--- src/rtl/mem_port_arbiter.sv ---
// Shares the scratchpad write/read port between the CPU data port and HTIF.
// CPU has priority; a starvation counter periodically forces an HTIF grant.
module mem_port_arbiter #(
    parameter  int unsigned ADDR_WIDTH   = 21,
    parameter  int unsigned DATA_WIDTH   = 32,
    parameter  int unsigned READ_LATENCY = 2,
    parameter  int unsigned STARVE_LIMIT = 4,
    localparam int unsigned MASK_WIDTH   = DATA_WIDTH / 8
) (
    input  logic                  clk,
    input  logic                  reset,

    input  logic                  cpu_req_valid,
    output logic                  cpu_req_ready,
    input  logic                  cpu_req_rw,
    input  logic [ADDR_WIDTH-1:0] cpu_req_addr,
    input  logic [DATA_WIDTH-1:0] cpu_req_data,
    input  logic [MASK_WIDTH-1:0] cpu_req_mask,
    output logic                  cpu_resp_valid,
    output logic [DATA_WIDTH-1:0] cpu_resp_data,

    input  logic                  htif_req_valid,
    output logic                  htif_req_ready,
    input  logic                  htif_req_rw,
    input  logic [ADDR_WIDTH-1:0] htif_req_addr,
    input  logic [DATA_WIDTH-1:0] htif_req_data,
    input  logic [MASK_WIDTH-1:0] htif_req_mask,
    output logic                  htif_resp_valid,
    output logic [DATA_WIDTH-1:0] htif_resp_data,

    output logic                  mem_w_en,
    output logic [ADDR_WIDTH-1:0] mem_w_addr,
    output logic [DATA_WIDTH-1:0] mem_w_data,
    output logic [MASK_WIDTH-1:0] mem_w_mask,
    output logic [ADDR_WIDTH-1:0] mem_r_addr,
    input  logic [DATA_WIDTH-1:0] mem_r_data
);

    localparam int unsigned STARVE_W = $clog2(STARVE_LIMIT + 1);
    localparam int unsigned HEAD     = READ_LATENCY - 1;

    logic [STARVE_W-1:0]     starve_q, starve_d;
    logic [READ_LATENCY-1:0] tag_v_q, tag_v_d;
    // Tag owner bit: 1 = HTIF, 0 = CPU.
    logic [READ_LATENCY-1:0] tag_o_q, tag_o_d;
    logic [ADDR_WIDTH-1:0]   raddr_q, raddr_d;

    logic                  starve_hit;
    logic                  cpu_gnt;
    logic                  htif_gnt;
    logic                  any_gnt;
    logic                  wr_gnt;
    logic                  rd_gnt;
    logic                  sel_rw;
    logic [ADDR_WIDTH-1:0] sel_addr;
    logic [DATA_WIDTH-1:0] sel_data;
    logic [MASK_WIDTH-1:0] sel_mask;
    logic                  head_v;

    // Arbitration and winner selection
    always_comb begin
        starve_hit = (starve_q == STARVE_W'(STARVE_LIMIT));
        cpu_gnt    = !reset && cpu_req_valid && !(htif_req_valid && starve_hit);
        htif_gnt   = !reset && htif_req_valid && !cpu_gnt;
        any_gnt    = cpu_gnt || htif_gnt;
        sel_rw     = htif_gnt ? htif_req_rw   : cpu_req_rw;
        sel_addr   = htif_gnt ? htif_req_addr : cpu_req_addr;
        sel_data   = htif_gnt ? htif_req_data : cpu_req_data;
        sel_mask   = htif_gnt ? htif_req_mask : cpu_req_mask;
        wr_gnt     = any_gnt && sel_rw;
        rd_gnt     = any_gnt && !sel_rw;
    end

    assign cpu_req_ready  = cpu_gnt;
    assign htif_req_ready = htif_gnt;

    assign mem_w_en   = wr_gnt;
    assign mem_w_addr = wr_gnt ? sel_addr : '0;
    assign mem_w_data = wr_gnt ? sel_data : '0;
    assign mem_w_mask = wr_gnt ? sel_mask : '0;
    assign mem_r_addr = rd_gnt ? sel_addr : raddr_q;

    // Next-state: starvation counter, tag shift register, held read address
    always_comb begin
        starve_d = starve_q;
        tag_v_d  = '0;
        tag_o_d  = '0;
        raddr_d  = raddr_q;

        if (htif_gnt) begin
            starve_d = '0;
        end else if (cpu_gnt && htif_req_valid && !starve_hit) begin
            starve_d = starve_q + STARVE_W'(1);
        end

        tag_v_d[0] = rd_gnt;
        tag_o_d[0] = rd_gnt && htif_gnt;
        for (int unsigned i = 1; i < READ_LATENCY; i++) begin
            tag_v_d[i] = tag_v_q[i-1];
            tag_o_d[i] = tag_o_q[i-1];
        end

        if (rd_gnt) begin
            raddr_d = sel_addr;
        end
    end

    always_ff @(posedge clk) begin
        if (reset) begin
            starve_q <= '0;
            tag_v_q  <= '0;
            tag_o_q  <= '0;
            raddr_q  <= '0;
        end else begin
            starve_q <= starve_d;
            tag_v_q  <= tag_v_d;
            tag_o_q  <= tag_o_d;
            raddr_q  <= raddr_d;
        end
    end

    // Response routing from the pipe head; suppressed while reset is high
    assign head_v          = tag_v_q[HEAD] && !reset;
    assign cpu_resp_valid  = head_v && !tag_o_q[HEAD];
    assign htif_resp_valid = head_v && tag_o_q[HEAD];
    assign cpu_resp_data   = cpu_resp_valid  ? mem_r_data : '0;
    assign htif_resp_data  = htif_resp_valid ? mem_r_data : '0;

endmodule

--- config.mk ---
export PLATFORM = sky130hd
export DESIGN_NAME = mem_port_arbiter
export DESIGN_NICKNAME = d
export VERILOG_FILES = /design/src/rtl/mem_port_arbiter.sv
export SDC_FILE = /design/constraint.sdc
export NUM_CORES = 1
export LEC_CHECK = 0
export ABC_CLOCK_PERIOD_IN_PS = 3900
export BUFFER_PORTS_ARGS = -buffer_cell sky130_fd_sc_hd__buf_2
export CORE_AREA = 2 2 116 118
export CTS_BUF_LIST = sky130_fd_sc_hd__clkbuf_4 sky130_fd_sc_hd__clkbuf_8
export DETAILED_ROUTE_END_ITERATION = 7
export DIE_AREA = 0 0 118 120
export GPL_TIMING_DRIVEN = 0
export SETUP_SLACK_MARGIN = 0.15
export SYNTH_ARGS = -nofsm -noshare
export SYNTH_HDL_FRONTEND = slang
export SYNTH_SLANG_ARGS = --single-unit
--- constraint.sdc ---
create_clock -name clk -period 3.9 [get_ports clk]
set_input_delay 0.78 -clock clk [delete_from_list [all_inputs] [get_ports clk]]
set_output_delay 0.78 -clock clk [all_outputs]
set_load 0.05 [all_outputs]
==> results.cfg, run 1 <==
[logic_synthesis]
synth_edf_count = 0
synth_top_area_share_pct = 18.34
ys_types = 32
syn_area_sq_um = 3057
synthFlopType = dfxtp_1
syn_inst = 460
synth_top_area_cell = dfxtp_1
ys_ff_latch = 28
async_flop_share_pct = 0
yosysSeqAreaShare_pct = 18.34
ys_warn_count = 0
synth_nets = 614
syn_area_per_cell_sq_um = 6.645
netlist_top_cells_area = dfxtp_1 (18%), nand3_1 (18%), and2_1 (13%), a21oi_1 (8.2%), mux2i_1 (6.9%)

[clock_network]
cts_root_buf = clkbuf_8
tritoncts = built
cts_setup_buffers = 0
clk_pin_slew_ns = 0.08
cts_max_level = 1
cts_sinks = 28
clock_latency_ns = 0.27
cts_buffer_depth = 2
numCtsBuffers = 3

[pwr]
irDropWorstVdd_mv = 0.1143
clkPwrFrac_pct = 14.8
p_int_mw = 0.5380
p_seq_share_pct = 30.7
pwr-share-comb_pct = 54.5
switchingPower_mw = 0.4869
swShare_pct = 47.50
pwr_density_cell_nw_per_um2 = 213.5
leakagePower_nw = 2.543

[timing]
setup_ws_ns = 0.3980
fin_tns_setup_ns = 0
fmax_mhz = 285.6
tightest_slew_ns = 0.6971
slew_viol_final = 0
rsz0062_at_grt = no
maxSlewHeadroom_pct = 53.42
report.final.setup_viol = 0
skew_ns = 0.008362
finalCritPeriodShare_pct = 89.79
post-route-min-period_ns = 3.502
whs_ns = 0.4433
hold_violations = 0

[routing]
drt-total-wl_um = 14740
via_count = 4518
postRouteAntennaNets = 0
firstDrtPassIters = 7
drt_iter0_markers = 260
detail_route.wl_per_cell_um = 15.75
drc = 0
avgViaCountPerCell = 4.827

[die]
pin_count = 299
core_sq_um = 12980
die_h_um = 120
row_count = 42
start_util_pct = 23.55
chipWidth_um = 118
die_area_sq_um = 14160

[layout]
fin_nets = 914
syn_to_final_growth_pct = 57.06
nFillCells = 1469
drive_above_1_share_pct = 44.20
final_core_util_pct = 36.99

[place]
dpl_worst_slack_ns = 0.2818
dp_hpwl_um = 12000
finalWeightedCongestion = 0.8664
port_buffers = 295

[critical_path]
path_depth = 7
cp_max_fo = 10
r2r_start = starve_q[0]
crit_buf_inv = 3
crit_path_end_kind = output pin
cp.arrival_ns = 2.72
cp.required_ns = 3.12
reg2reg_slack_ns = 1.84
path_cells = clkbuf_1, nand2b_1, o2bb2ai_1, nand2b_1, clkbuf_1, o21ai_0, buf_2
critPathLaunch = htif_req_rw
critical_path_class = in2out
cpPeakStageDelay_ns = 0.44
r2r_cells = 8
slowest_stage = o2bb2ai_1
crit_family = compound AO/OA/AOI/OAI gates
start_kind = primary input

[global_routing]
antenna_found_initial = 2
grt_use_met2_pct = 36.12
grt_overflow = 0
top_usage_layer = met2
track_usage_pct = 19.60
grt_pass1_wl_um = 22440
grt_max_degree = 15
use_met1_pct = 23.20
gr-usage-met3_pct = 3.755
grt_pass1_vias = 4274

[min_path]
min_from = tag_v_q[0]
hold_depth = 1
hold_path.class = reg2reg

[run_status]
status = complete, no violations

[job]
maxCapViolCount = 0
synth_stat cells, drive strengths merged (2+ instances only):
cell	n
o21ai	42
nand3	117
nor2b	3
nand2b	3
inv	4
ha	2
a211oi	21
buf	20
nor2	25
and2	64
a21oi	60
clkbuf	35
nand2	4
mux2i	21
dfxtp	28
flip-flops by register name, summed over array words and instances, names as in the netlist:
| name | cells |
|---|---|
| tag_o_q | 2 |
| raddr_q | 21 |
| tag_v_q | 2 |
| starve_q | 3 |
worst register-to-register path: cells and delay by family, from the launching register on:
kind / cells / cell delay [ns]
muxes: 1 / 0.34
DFF: 1 / 0.32
adders and majority gates: 1 / 0.25
AOI/OAI and AO/OA: 2 / 0.23
buffers and inverters: 3 / 0.40
and+or+nand+nor: 1 / 0.38
power groups by stage:
stage / clock [mW] / combinational (mW) / sequential, mW
after floorplan: 0 / 0.364 / 0.319
after global placement: 0 / 0.556 / 0.321
after detailed placement: 0 / 0.559 / 0.321
after CTS: 0.155 / 0.560 / 0.315
after global routing: 0.166 / 0.598 / 0.317
final: 0.151 / 0.559 / 0.315
per-stage QoR:
| step | cell area (sq um) | total power, mW | std cells |
|---|---|---|---|
| after floorplan | 3057 | 0.6833 | 460 |
| after global placement | 4753 | 0.8773 | 931 |
| after detailed placement | 4753 | 0.8804 | 931 |
| after CTS | 4795 | 1.030 | 934 |
| after global routing | 4801 | 1.082 | 936 |
| final | 4801 | 1.025 | 936 |
worst paths after layout:
check | to
max | mem_r_addr[1]
min | tag_v_q[1]
max reg2reg | raddr_q[20]
min reg2reg | tag_v_q[1]
what timing repair did:
action,in CTS,in global routing
resized for setup,0,2
hold buffers,0,0
endpoints found under the setup margin,0,2
endpoints found under the hold margin,0,0
per-layer routing:
| layer | part of all wire, % | up-vias |
|---|---|---|
| met3 | 8.0 | 20 |
| met1 | 40 | 2030 |
| met5 | 0 | - |
| met4 | 2.4 | 0 |
| li1 | - | 2226 |
| met2 | 50 | 242 |
logic make-up (layout without fill, tap and decap cells):
family                   Yosys count  in the layout  share of synthesized area, %
buffers and inverters             60            358                         9.169
multiplexers                      22             22                         7.245
AO/OA/AOI/OAI                    128            128                         24.76
adder cells (fa/ha/maj)            2              2                        0.8185
flip-flops                        28             28                         18.34
AND/OR/NAND/NOR                  220            220                         39.66
other                              0              2                             0
cells in the final DEF, fill, tap and decap left out, types with 4 or more instances in the layout:
master	instances
buf_2	302
nand3_1	107
and2_1	64
a21oi_1	50
o21ai_0	42
clkbuf_1	34
dfxtp_1	28
nor2_1	25
mux2i_1	21
a211oi_1	21
nand3_2	10
a21oi_2	10
buf_1	7
inv_1	4
nand2_1	4
buf_6	4
cell type report:
cell class / instances / area, sq um / area share (%)
multi-input cells: 372 / 2216 / 46.16
diodes: 2 / 5.005 / 0.1042
plain buffers: 55 / 261.5 / 5.447
inverters: 5 / 20.02 / 0.4170
well taps: 176 / 220.2 / 4.587
flip-flops and latches: 28 / 560.5 / 11.68
repair buffers: 295 / 1476 / 30.75
clock buffers: 3 / 41.29 / 0.8600
Power figures use the tool's default switching activity.
==> run 2: changes to the inputs <==
--- a/config.mk
+++ b/config.mk
@@ -5,12 +5,12 @@
 export SDC_FILE = /design/constraint.sdc
 export NUM_CORES = 1
 export LEC_CHECK = 0
-export ABC_CLOCK_PERIOD_IN_PS = 3900
+export ABC_CLOCK_PERIOD_IN_PS = 3130
 export BUFFER_PORTS_ARGS = -buffer_cell sky130_fd_sc_hd__buf_2
-export CORE_AREA = 2 2 116 118
+export CORE_AREA = 2 2 117 119
 export CTS_BUF_LIST = sky130_fd_sc_hd__clkbuf_4 sky130_fd_sc_hd__clkbuf_8
 export DETAILED_ROUTE_END_ITERATION = 7
-export DIE_AREA = 0 0 118 120
+export DIE_AREA = 0 0 119 121
 export GPL_TIMING_DRIVEN = 0
 export SETUP_SLACK_MARGIN = 0.15
 export SYNTH_ARGS = -nofsm -noshare
==> constraint.sdc (replaced) <==
create_clock -name clk -period 3.13 [get_ports clk]
set_input_delay 0 -clock clk [delete_from_list [all_inputs] [get_ports clk]]
set_output_delay 0 -clock clk [all_outputs]
set_load 0.05 [all_outputs]
==> results.cfg, run 2 (synthesis gave the netlist of run 1 again) <==
[clock_network]
cts_max_level = 1
cts_setup_buffers = 0
clock_latency_ns = 0.28
clk_pin_slew_ns = 0.09
tritoncts = built
cts_buffer_depth = 2
post_cts_resized = 0
numCtsBuffers = 3
hold_buffers = 0
cts_sinks = 28
cts_root_buf = clkbuf_8

[routing]
detail_route.wl_per_cell_um = 15.45
postRouteAntennaNets = 0
drt-total-wl_um = 14470
avgViaCountPerCell = 4.804
via_count = 4501
drt_iter0_markers = 249
drc = 0
firstDrtPassIters = 4

[die]
row_count = 42
pin_count = 299
die_area_sq_um = 14400
core_sq_um = 13090
chipWidth_um = 119
start_util_pct = 23.36
die_h_um = 121

[global_routing]
grt_use_met2_pct = 34.09
grt_overflow = 0
gr-usage-met3_pct = 3.008
use_met1_pct = 21.80
antenna_found_initial = 2
grt_max_degree = 17
grt_pass1_vias = 4111
top_usage_layer = met2
grt_pass1_wl_um = 21430
track_usage_pct = 18.53

[layout]
drive_above_1_share_pct = 44.14
reg.largest.list = raddr_q: 21 flops, starve_q: 3 flops
top_register = raddr_q
nFillCells = 1466
multi_input_area_sq_um = 2216
layout_commonest_cell = buf_2
largest_register_ffs = 21
final_cells = 937
final_cell_mix = buf_2 (302), nand3_1 (107), and2_1 (64)
syn_to_final_growth_pct = 58.00
fin_nets = 914
seqCellArea_sq_um = 560.5

[job]
maxCapViolCount = 0

[place]
dp_hpwl_um = 11780
place_inst = 931
finalWeightedCongestion = 0.8305
port_buffers = 295

[timing]
post-route-min-period_ns = 2.567
report.final.setup_viol = 0
rsz0062_at_grt = no
maxSlewHeadroom_pct = 45.96
finalCritPeriodShare_pct = 82.01
fmax_mhz = 389.6
fin_tns_setup_ns = 0
skew_ns = 0.01059
hold_violations = 0
slew_viol_final = 0
tightest_slew_ns = 0.8089

[min_path]
hold_path.class = in2reg

[pwr]
pwr_density_cell_nw_per_um2 = 285.2
irDropWorstVdd_mv = 0.1542
leakagePower_nw = 2.554

[critical_path]
crit_path_end_kind = output pin
cp.arrival_ns = 2.57
start_kind = flop
cp.required_ns = 3.13
cp_max_fo = 10
critical_path_class = reg2out

[run_status]
status = complete, no violations
run 2: area by class of cell:
type | instances | area share, %
multi-input combinational | 372 | 45.88
timing repair buffer | 295 | 30.57
sequential | 28 | 11.61
buffer | 55 | 5.389
tap | 176 | 4.560
clock buffer | 3 | 0.8549
clock inverter | 1 | 0.6218
inverter | 5 | 0.4145
antenna | 2 | 0.1036
run 2: final timing paths:
path	start	end	slack, ns	depth (start not counted)
worst min-delay path	htif_req_valid	starve_q[1]	0.06	3
worst max-delay path	starve_q[0]	mem_r_addr[1]	0.56	8
worst max register to register	starve_q[0]	raddr_q[4]	1.09	8
worst min register to register	tag_v_q[0]	tag_v_q[1]	0.45	1
run 2: metrics by stage:
step	utilization, %	hold slack [ns]	total power [mW]	setup slack, ns	instance area, sq um
after floorplan	-	0.2105	0.8514	0.5815	3057
after global placement	36.33	0.3563	1.093	0.8785	4753
after detailed placement	36.33	0.3550	1.096	0.8581	4753
after CTS	36.87	0.05335	1.387	0.5313	4825
after global routing	36.91	0.06964	1.451	0.3859	4830
final	36.91	0.06263	1.377	0.5631	4830
run 2: power breakdown:
part | internal, mW | switching, mW
Sequential | 0.381 | 0.0107
Combinational | 0.203 | 0.492
Clock | 0.172 | 0.119
run 2: metal layers:
metal | part of all wire [%] | vias up | wire length [um]
li1 | - | 2233 | -
met1 | 40 | 2027 | 5776
met2 | 50 | 226 | 7235
met3 | 7.7 | 15 | 1110
met4 | 2.4 | 0 | 351
met5 | 0 | - | 0
run 2: critical path: stages, from the launching register on:
cell and delay [ns]:
dfxtp_1 0.32, inv_1 0.08, ha_1 0.25, a21boi_4 0.10
o2bb2ai_1 0.42, nand2b_1 0.19, clkbuf_1 0.25, o21ai_0 0.34
buf_2 0.33
